<file path="config.mk">
export PLATFORM = sky130hd
export DESIGN_NAME = decode_operand_stage_flat
export DESIGN_NICKNAME = d
export VERILOG_FILES = /design/src/rtl/decode_operand_stage_if.sv /design/src/rtl/decode_operand_stage.sv /design/src/flat_wrapper.sv
export SDC_FILE = /design/constraint.sdc
export NUM_CORES = 1
export LEC_CHECK = 0
export CAP_MARGIN = 10
export CORE_AREA = 3 3 141 143
export CTS_CLUSTER_SIZE = 10
export DETAILED_ROUTE_END_ITERATION = 12
export DIE_AREA = 0 0 144 146
export HOLD_SLACK_MARGIN = 0.06
export MAX_ROUTING_LAYER = met4
export PLACE_DENSITY = 0.82
export SYNTH_ARGS = -nofsm -noshare
export SYNTH_HDL_FRONTEND = slang
export SYNTH_SLANG_ARGS = --single-unit
</file>
<file path="constraint.sdc">
create_clock -name clk -period 3.8 [get_ports clk]
set_clock_uncertainty 0.05 [all_clocks]
set_input_delay 0.76 -clock clk [delete_from_list [all_inputs] [get_ports clk]]
set_output_delay 0.76 -clock clk [all_outputs]
set_load 0.05 [all_outputs]
</file>
<file path="src/rtl/decode_operand_stage_if.sv">
// Decode-slot bus: upstream instruction, regfile read port, forwarding window and execute handoff.
// Latency: n/a (wiring only).
// Backpressure: in_ready/out_ready carry the valid-ready handshakes on either side of the slot.
//
// Ports (slave = the decode slot, master = its environment):
//   flush, in_*            : upstream instruction and synchronous kill
//   rf_idx*/rf_val*        : combinational regfile read
//   fwd_*                  : NFWD in-flight producers, slot 0 youngest
//   out_*, hazard          : resolved instruction towards execute
interface decode_operand_stage_if #(
  parameter int XLEN = 32,
  parameter int RW   = 5,
  parameter int NFWD = 3
);
  logic                 flush;
  logic                 in_valid;
  logic                 in_ready;
  logic [XLEN-1:0]      in_pc;
  logic [RW-1:0]        in_rs;
  logic [RW-1:0]        in_rt;
  logic [RW-1:0]        in_dst;
  logic [1:0]           in_use;
  logic [2:0]           in_cmp;
  logic [RW-1:0]        rf_idx1;
  logic [RW-1:0]        rf_idx2;
  logic [XLEN-1:0]      rf_val1;
  logic [XLEN-1:0]      rf_val2;
  logic [NFWD-1:0]      fwd_valid;
  logic [NFWD-1:0]      fwd_ready;
  logic [NFWD*RW-1:0]   fwd_dst;
  logic [NFWD*XLEN-1:0] fwd_val;
  logic                 out_valid;
  logic                 out_ready;
  logic [XLEN-1:0]      out_pc;
  logic [RW-1:0]        out_dst;
  logic [XLEN-1:0]      out_val1;
  logic [XLEN-1:0]      out_val2;
  logic                 out_jump;
  logic                 hazard;

  modport master (
    output flush, in_valid, in_pc, in_rs, in_rt, in_dst, in_use, in_cmp,
    output rf_val1, rf_val2, fwd_valid, fwd_ready, fwd_dst, fwd_val, out_ready,
    input  in_ready, rf_idx1, rf_idx2,
    input  out_valid, out_pc, out_dst, out_val1, out_val2, out_jump, hazard
  );

  modport slave (
    input  flush, in_valid, in_pc, in_rs, in_rt, in_dst, in_use, in_cmp,
    input  rf_val1, rf_val2, fwd_valid, fwd_ready, fwd_dst, fwd_val, out_ready,
    output in_ready, rf_idx1, rf_idx2,
    output out_valid, out_pc, out_dst, out_val1, out_val2, out_jump, hazard
  );
endinterface

</file>
<file path="src/rtl/decode_operand_stage.sv">
// Decode pipeline slot: holds one instruction, resolves rs/rt against NFWD forwarding sources (youngest first) or the regfile.
// Latency: 1 cycle in->out when no hazard; one instruction per cycle back-to-back.
// Backpressure: in_ready drops while an operand is unresolved or out_ready is low; held outputs stay stable.
//
// Ports: clk, resetn (async active-low) plain; everything else on bus (decode_operand_stage_if.slave):
//   flush/in_* from fetch, rf_idx*/rf_val* regfile read, fwd_* producer window,
//   out_*/hazard towards execute.
// Optional feature: define DECODE_BRANCH_EN to hold in_cmp and drive out_jump from a signed compare;
// without it out_jump is tied 0 and in_cmp is not stored.
module decode_operand_stage #(
  parameter int XLEN = 32,
  parameter int RW   = 5,
  parameter int NFWD = 3
) (
  input logic                   clk,
  input logic                   resetn,
  decode_operand_stage_if.slave bus
);

  typedef enum logic [1:0] {S_EMPTY, S_WAIT, S_FULL} state_t;

  state_t          r_state;
  logic [XLEN-1:0] r_pc;
  logic [RW-1:0]   r_rs;
  logic [RW-1:0]   r_rt;
  logic [RW-1:0]   r_dst;
  logic [1:0]      r_use;
  logic            r_have1;
  logic            r_have2;
  logic [XLEN-1:0] r_lat1;
  logic [XLEN-1:0] r_lat2;

  logic [XLEN:0]   w_r1;
  logic [XLEN:0]   w_r2;
  logic            w_res1;
  logic            w_res2;
  logic [XLEN-1:0] w_val1;
  logic [XLEN-1:0] w_val2;
  logic            w_held;
  logic            w_out_valid;
  logic            w_depart;
  logic            w_in_ready;
  logic            w_load;

  // Returns {resolved, value} for one source operand. The first matching
  // producer in the scan decides: if it is not ready yet, older producers
  // with the same destination hold stale data and must not be used.
  function automatic logic [XLEN:0] f_resolve(
    input logic                 use_b,
    input logic [RW-1:0]        idx,
    input logic                 have,
    input logic [XLEN-1:0]      lat,
    input logic [XLEN-1:0]      rf,
    input logic [NFWD-1:0]      fv,
    input logic [NFWD-1:0]      fr,
    input logic [NFWD*RW-1:0]   fd,
    input logic [NFWD*XLEN-1:0] fval
  );
    logic            res;
    logic            hit;
    logic [XLEN-1:0] val;
    res = 1'b1;
    hit = 1'b0;
    val = rf;
    if (!use_b || idx == '0) begin
      val = '0;
    end else if (have) begin
      val = lat;
    end else begin
      for (int i = 0; i < NFWD; i++) begin
        if (!hit && fv[i] && fd[i*RW +: RW] == idx) begin
          hit = 1'b1;
          res = fr[i];
          val = fr[i] ? fval[i*XLEN +: XLEN] : rf;
        end
      end
    end
    return {res, val};
  endfunction

  assign w_r1 = f_resolve(r_use[0], r_rs, r_have1, r_lat1, bus.rf_val1,
                          bus.fwd_valid, bus.fwd_ready, bus.fwd_dst, bus.fwd_val);
  assign w_r2 = f_resolve(r_use[1], r_rt, r_have2, r_lat2, bus.rf_val2,
                          bus.fwd_valid, bus.fwd_ready, bus.fwd_dst, bus.fwd_val);

  assign w_res1 = w_r1[XLEN];
  assign w_val1 = w_r1[XLEN-1:0];
  assign w_res2 = w_r2[XLEN];
  assign w_val2 = w_r2[XLEN-1:0];

  // Handshakes use live resolution; WAIT/FULL is bookkeeping of the last cycle's view.
  assign w_held      = (r_state != S_EMPTY);
  assign w_out_valid = w_held && w_res1 && w_res2;
  assign w_depart    = w_out_valid && bus.out_ready;
  assign w_in_ready  = !bus.flush && (!w_held || w_depart);
  assign w_load      = bus.in_valid && w_in_ready;

  assign bus.in_ready  = w_in_ready;
  assign bus.rf_idx1   = r_rs;
  assign bus.rf_idx2   = r_rt;
  assign bus.out_valid = w_out_valid;
  assign bus.hazard    = w_held && !(w_res1 && w_res2);
  assign bus.out_pc    = r_pc;
  assign bus.out_dst   = r_dst;
  assign bus.out_val1  = w_val1;
  assign bus.out_val2  = w_val2;

`ifdef DECODE_BRANCH_EN
  logic [2:0] r_cmp;
  logic       w_cmp_hit;

  always_comb begin
    w_cmp_hit = 1'b0;
    case (r_cmp)
      3'd1:    w_cmp_hit = (w_val1 == w_val2);
      3'd2:    w_cmp_hit = (w_val1 != w_val2);
      3'd3:    w_cmp_hit = !w_val1[XLEN-1];
      3'd4:    w_cmp_hit = w_val1[XLEN-1];
      3'd5:    w_cmp_hit = !w_val1[XLEN-1] && (w_val1 != '0);
      3'd6:    w_cmp_hit = w_val1[XLEN-1] || (w_val1 == '0);
      default: w_cmp_hit = 1'b0;
    endcase
  end

  assign bus.out_jump = w_out_valid && w_cmp_hit;

  always_ff @(posedge clk or negedge resetn) begin
    if (!resetn) begin
      r_cmp <= '0;
    end else if (w_load) begin
      r_cmp <= bus.in_cmp;
    end
  end
`else
  logic w_unused_cmp;
  assign w_unused_cmp = ^bus.in_cmp;
  assign bus.out_jump = 1'b0;
`endif

  always_ff @(posedge clk or negedge resetn) begin
    if (!resetn) begin
      r_state <= S_EMPTY;
      r_pc    <= '0;
      r_rs    <= '0;
      r_rt    <= '0;
      r_dst   <= '0;
      r_use   <= '0;
      r_have1 <= 1'b0;
      r_have2 <= 1'b0;
      r_lat1  <= '0;
      r_lat2  <= '0;
    end else if (bus.flush) begin
      r_state <= S_EMPTY;
      r_have1 <= 1'b0;
      r_have2 <= 1'b0;
    end else if (w_load) begin
      r_state <= S_WAIT;
      r_pc    <= bus.in_pc;
      r_rs    <= bus.in_rs;
      r_rt    <= bus.in_rt;
      r_dst   <= bus.in_dst;
      r_use   <= bus.in_use;
      r_have1 <= 1'b0;
      r_have2 <= 1'b0;
    end else if (w_depart) begin
      r_state <= S_EMPTY;
    end else if (w_held) begin
      // Capture operands as soon as they resolve so a producer that leaves
      // the forwarding window while the other operand stalls is not lost.
      if (w_res1 && !r_have1) begin
        r_have1 <= 1'b1;
        r_lat1  <= w_val1;
      end
      if (w_res2 && !r_have2) begin
        r_have2 <= 1'b1;
        r_lat2  <= w_val2;
      end
      r_state <= (w_res1 && w_res2) ? S_FULL : S_WAIT;
    end
  end

endmodule

</file>
<file path="src/flat_wrapper.sv">
// flat-port wrapper written by rule: the top's interface ports become plain ports
module decode_operand_stage_flat 
#(
  parameter int XLEN = 32,
  parameter int RW   = 5,
  parameter int NFWD = 3
)
  (clk, resetn, bus_flush, bus_in_valid, bus_in_pc, bus_in_rs, bus_in_rt, bus_in_dst, bus_in_use, bus_in_cmp, bus_rf_val1, bus_rf_val2, bus_fwd_valid, bus_fwd_ready, bus_fwd_dst, bus_fwd_val, bus_out_ready, bus_in_ready, bus_rf_idx1, bus_rf_idx2, bus_out_valid, bus_out_pc, bus_out_dst, bus_out_val1, bus_out_val2, bus_out_jump, bus_hazard);
  decode_operand_stage_if #(.XLEN(XLEN), .RW(RW), .NFWD(NFWD)) bus_i ();
  input logic clk;
  input logic resetn;
  input wire logic [$bits(bus_i.flush)-1:0] bus_flush;
  input wire logic [$bits(bus_i.in_valid)-1:0] bus_in_valid;
  input wire logic [$bits(bus_i.in_pc)-1:0] bus_in_pc;
  input wire logic [$bits(bus_i.in_rs)-1:0] bus_in_rs;
  input wire logic [$bits(bus_i.in_rt)-1:0] bus_in_rt;
  input wire logic [$bits(bus_i.in_dst)-1:0] bus_in_dst;
  input wire logic [$bits(bus_i.in_use)-1:0] bus_in_use;
  input wire logic [$bits(bus_i.in_cmp)-1:0] bus_in_cmp;
  input wire logic [$bits(bus_i.rf_val1)-1:0] bus_rf_val1;
  input wire logic [$bits(bus_i.rf_val2)-1:0] bus_rf_val2;
  input wire logic [$bits(bus_i.fwd_valid)-1:0] bus_fwd_valid;
  input wire logic [$bits(bus_i.fwd_ready)-1:0] bus_fwd_ready;
  input wire logic [$bits(bus_i.fwd_dst)-1:0] bus_fwd_dst;
  input wire logic [$bits(bus_i.fwd_val)-1:0] bus_fwd_val;
  input wire logic [$bits(bus_i.out_ready)-1:0] bus_out_ready;
  output wire logic [$bits(bus_i.in_ready)-1:0] bus_in_ready;
  output wire logic [$bits(bus_i.rf_idx1)-1:0] bus_rf_idx1;
  output wire logic [$bits(bus_i.rf_idx2)-1:0] bus_rf_idx2;
  output wire logic [$bits(bus_i.out_valid)-1:0] bus_out_valid;
  output wire logic [$bits(bus_i.out_pc)-1:0] bus_out_pc;
  output wire logic [$bits(bus_i.out_dst)-1:0] bus_out_dst;
  output wire logic [$bits(bus_i.out_val1)-1:0] bus_out_val1;
  output wire logic [$bits(bus_i.out_val2)-1:0] bus_out_val2;
  output wire logic [$bits(bus_i.out_jump)-1:0] bus_out_jump;
  output wire logic [$bits(bus_i.hazard)-1:0] bus_hazard;
  assign bus_i.flush = bus_flush;
  assign bus_i.in_valid = bus_in_valid;
  assign bus_i.in_pc = bus_in_pc;
  assign bus_i.in_rs = bus_in_rs;
  assign bus_i.in_rt = bus_in_rt;
  assign bus_i.in_dst = bus_in_dst;
  assign bus_i.in_use = bus_in_use;
  assign bus_i.in_cmp = bus_in_cmp;
  assign bus_i.rf_val1 = bus_rf_val1;
  assign bus_i.rf_val2 = bus_rf_val2;
  assign bus_i.fwd_valid = bus_fwd_valid;
  assign bus_i.fwd_ready = bus_fwd_ready;
  assign bus_i.fwd_dst = bus_fwd_dst;
  assign bus_i.fwd_val = bus_fwd_val;
  assign bus_i.out_ready = bus_out_ready;
  assign bus_in_ready = bus_i.in_ready;
  assign bus_rf_idx1 = bus_i.rf_idx1;
  assign bus_rf_idx2 = bus_i.rf_idx2;
  assign bus_out_valid = bus_i.out_valid;
  assign bus_out_pc = bus_i.out_pc;
  assign bus_out_dst = bus_i.out_dst;
  assign bus_out_val1 = bus_i.out_val1;
  assign bus_out_val2 = bus_i.out_val2;
  assign bus_out_jump = bus_i.out_jump;
  assign bus_hazard = bus_i.hazard;
  decode_operand_stage #(.XLEN(XLEN), .RW(RW), .NFWD(NFWD)) u_core (.clk(clk), .resetn(resetn), .bus(bus_i));
endmodule
</file>
==> impl_metrics.tcl <==
set metrics [dict create \
    status "finished with violations" \
    violations "setup timing" \
    clk_pin_slew_ns 0.06 \
    synthArstFlopShare_pct 100 \
    synth_edf_count 0 \
    p_sw_uw 2780 \
    clockBufferDepth 2 \
    die_w_um 144 \
    drt_iter0_markers 1175 \
    finalCriticalPeriod_ns 3.85 \
    fin_ws_ns -0.0540 \
    dp_hpwl_um 26800 \
    hp-class "in2async" \
    wl_um 41400 \
    slew_violations 0 \
    crit_type "reg2out" \
    wl_met2_um 19900 \
    synthCells 863 \
    seqPwrFrac_pct 26.4 \
    routedLengthMet1_um 14800 \
    synthDistinctLibCells 54 \
    clkPwrFrac_pct 23.1 \
    max_freq_mhz 259 \
    vias 9819 \
    top_layer "met4" \
    grt-ovfl-total 0 \
    design_area_mm2 0.0152 \
    rsz0062_at_grt "yes" \
    fin_total_pwr_uw 6850 \
    tritoncts "done" \
    core_mm2 0.0187 \
    rows 50 \
    yosysWarnings 0 \
    ys_seq_area_share_pct 35.5 \
    cts_buffers 17 \
    worst_setup_path_start_kind "register" \
    critPathRequiredTime_ns 2.99 \
    grt_max_degree 118 \
    die_y_um 146 \
    r2r_cells 10 \
    area_growth_syn_to_layout_pct 84.1 \
    dr_wl_met3_um 4250 \
    clk_latency_ns 0.44 \
    maxCapViolCount 0 \
    seq_area_mm2 0.00294 \
    grt_pass1_vias 9982 \
    synth_area_mm2 0.00825 \
    synth_area_leaders "dfrtp_1 (36%), mux2_2 (16%), a211oi_1 (6.3%)" \
    synth_top_cell_by_area "dfrtp_1" \
    initial_utilization_pct 44.1 \
    routabilityCongestion 0.912 \
    nFillCells 1063 \
    yosysTopAreaCellShare_pct 35.5 \
    placed_area_mm2 0.0132 \
    synth-main-ff-cell "dfrtp_1" \
    cp.arrival_ns 3.04 \
    postSynthNetCount 1101 \
    multi_input_area_mm2 0.00599 \
    cts.sinks 117 \
    relSlewSlack_pct 53.5 \
    viasPerCell 6.47 \
    wl_per_cell_um 27.3 \
    h-tree-depth 4 \
    track_usage_pct 38.2 \
    finalHoldViolCount 0 \
    final_common_cell "clkdlybuf4s50_1" \
    leakagePower_uw 0.00605 \
    fin_crit_sh_pct 101 \
    drive_gt1_share_pct 41.7 \
    dr.pass1.iters 6 \
    p_int_uw 4070 \
    tightestPinTransition_ns 0.697 \
    critPathMaxFanout 5 \
    boundaryPins 353 \
    antenna_found_initial 4 \
    antenna_left 0 \
    layout_common_cells "clkdlybuf4s50_1 (260), mux2_2 (115), dfrtp_1 (107), buf_4 (83), buf_12 (77)" \
    io_buffer_count 348 \
    final_nets 1505 \
    fp.dieArea_mm2 0.0210 \
    syn-mean-instance-area_um2 9.56 \
    cp-end-kind "primary output" \
    grt_pass1_wl_um 59500 \
    ys_ff_latch 117 \
    switching_share_pct 40.6 \
    remaining_drc_errors 0 \
    setup_violations 22 \
    pwr-share-comb_pct 50.5 \
    powerDensity_mw_per_mm2 451 \
    dp_slack_ns -0.430 \
    peakVddDrop_mv 0.478 \
    cts_root_buf "clkbuf_16" \
]
==> synthesized netlist by cell type, drive strengths merged (3+ instances only) <==
master and number:
dfrtp 117, or4 69, mux2 125, o22ai 27, and3 3, a22o 5
o21ai 28, nor4 4, inv 11, nor2 57, o31ai 3, clkbuf 61
nand2b 3, a21oi 34, buf 21, nor2b 22, nor3 10, o221a 22
xor2 14, a31o 5, a221o 25, nor3b 18, or3 7, nand2 49
a31oi 3, a21o 11, a211oi 69, xnor2 16, nand3 5
==> state kept, by name, indices dropped and copies added (netlist names) <==
signal / cells
u_core.bus.out_dst: 5
u_core.bus.out_pc: 32
u_core.bus.rf_idx1: 5
u_core.bus.rf_idx2: 5
u_core.r_have1: 1
u_core.r_have2: 1
u_core.r_lat1: 32
u_core.r_lat2: 32
u_core.r_state: 2
u_core.r_use: 2
==> stage by stage <==
| stage | hold WS [ns] | std cells | setup TNS [ns] | utilization [%] |
|---|---|---|---|---|
| after CTS | 0.405 | 1508 | -0.0781 | 78.7 |
| after detailed placement | 0.421 | 1441 | -36.02 | 70.6 |
| after global placement | 0.411 | 1441 | -30.49 | 70.6 |
| final | 0.339 | 1517 | -0.560 | 81.2 |
| after floorplan | 0.400 | 863 | 0 | - |
| after global routing | 0.411 | 1517 | -3.37 | 81.2 |
==> metal layers <==
layer | global-route usage [%] | up-vias
met4 | 19.2 | 0
met3 | 9.73 | 202
li1 | - | 4143
met5 | - | -
met1 | 44.6 | 4730
met2 | 60.7 | 744
==> final timing paths <==
kind	slack, ns	to	from
setup / recovery	-0.05	bus_out_val1[21]	u_core.bus.rf_idx1[3]
hold / removal	0.34	u_core.r_lat2[12]	resetn
setup reg to reg	0.45	u_core.r_lat2[10]	u_core.bus.rf_idx2[0]
hold reg to reg	0.43	u_core.r_lat1[15]	u_core.r_lat1[15]
max in group asynchronous	2.76	u_core.bus.rf_idx1[1]	resetn
min in group clk	0.43	u_core.r_lat1[15]	u_core.r_lat1[15]
==> timing repair <==
| item | 4_1_cts | 5_1_grt |
|---|---|---|
| resized for setup | 159 | 90 |
| setup buffers | 28 | 5 |
| pin swaps | 36 | 45 |
| hold endpoints to repair | 0 | 0 |
| setup endpoints to repair | 67 | 64 |
| hold buffers | 0 | 0 |
| gates cloned | 8 | 3 |
==> worst max-delay path, cell delays in order (launching register included) <==
cell      delay (ns)
dfrtp_2         0.48
xor2_4          0.26
nor3_4          0.07
buf_6           0.13
a211o_1         0.33
o21ai_4         0.19
buf_6           0.16
buf_16          0.14
a211oi_2        0.05
or4_4           0.44
a21oi_4         0.19
buf_12          0.15
==> layout make-up <==
cell class                 count  area share [%]
multi-input combinational    653            39.4
sequential                   117            19.4
antenna                        4          0.0659
tap                          234            1.93
clock inverter                13           0.849
timing repair buffer         467            35.3
clock buffer                  18            2.83
inverter                      11           0.272
==> cells by family after synthesis <==
logic type	Yosys count	synth area share (%)
muxes	126	17.2
and+or+nand+nor	254	17.3
other	1	0.0455
xor gates and xnor gates	30	3.19
DFF	117	35.5
AOI/OAI and AO/OA	242	22.1
buffers and inverters	93	4.64
==> power by group through the flow <==
stage                     clock, uW  sequential (uW)  combinational, uW
final                          1580             1810               3460
after global routing           1630             1840               3580
after CTS                      1580             1790               3340
after detailed placement          0             1800               3080
after global placement            0             1780               3040
after floorplan                   0             2090               1400
Note: power is estimated with default switching activity, not from simulation.
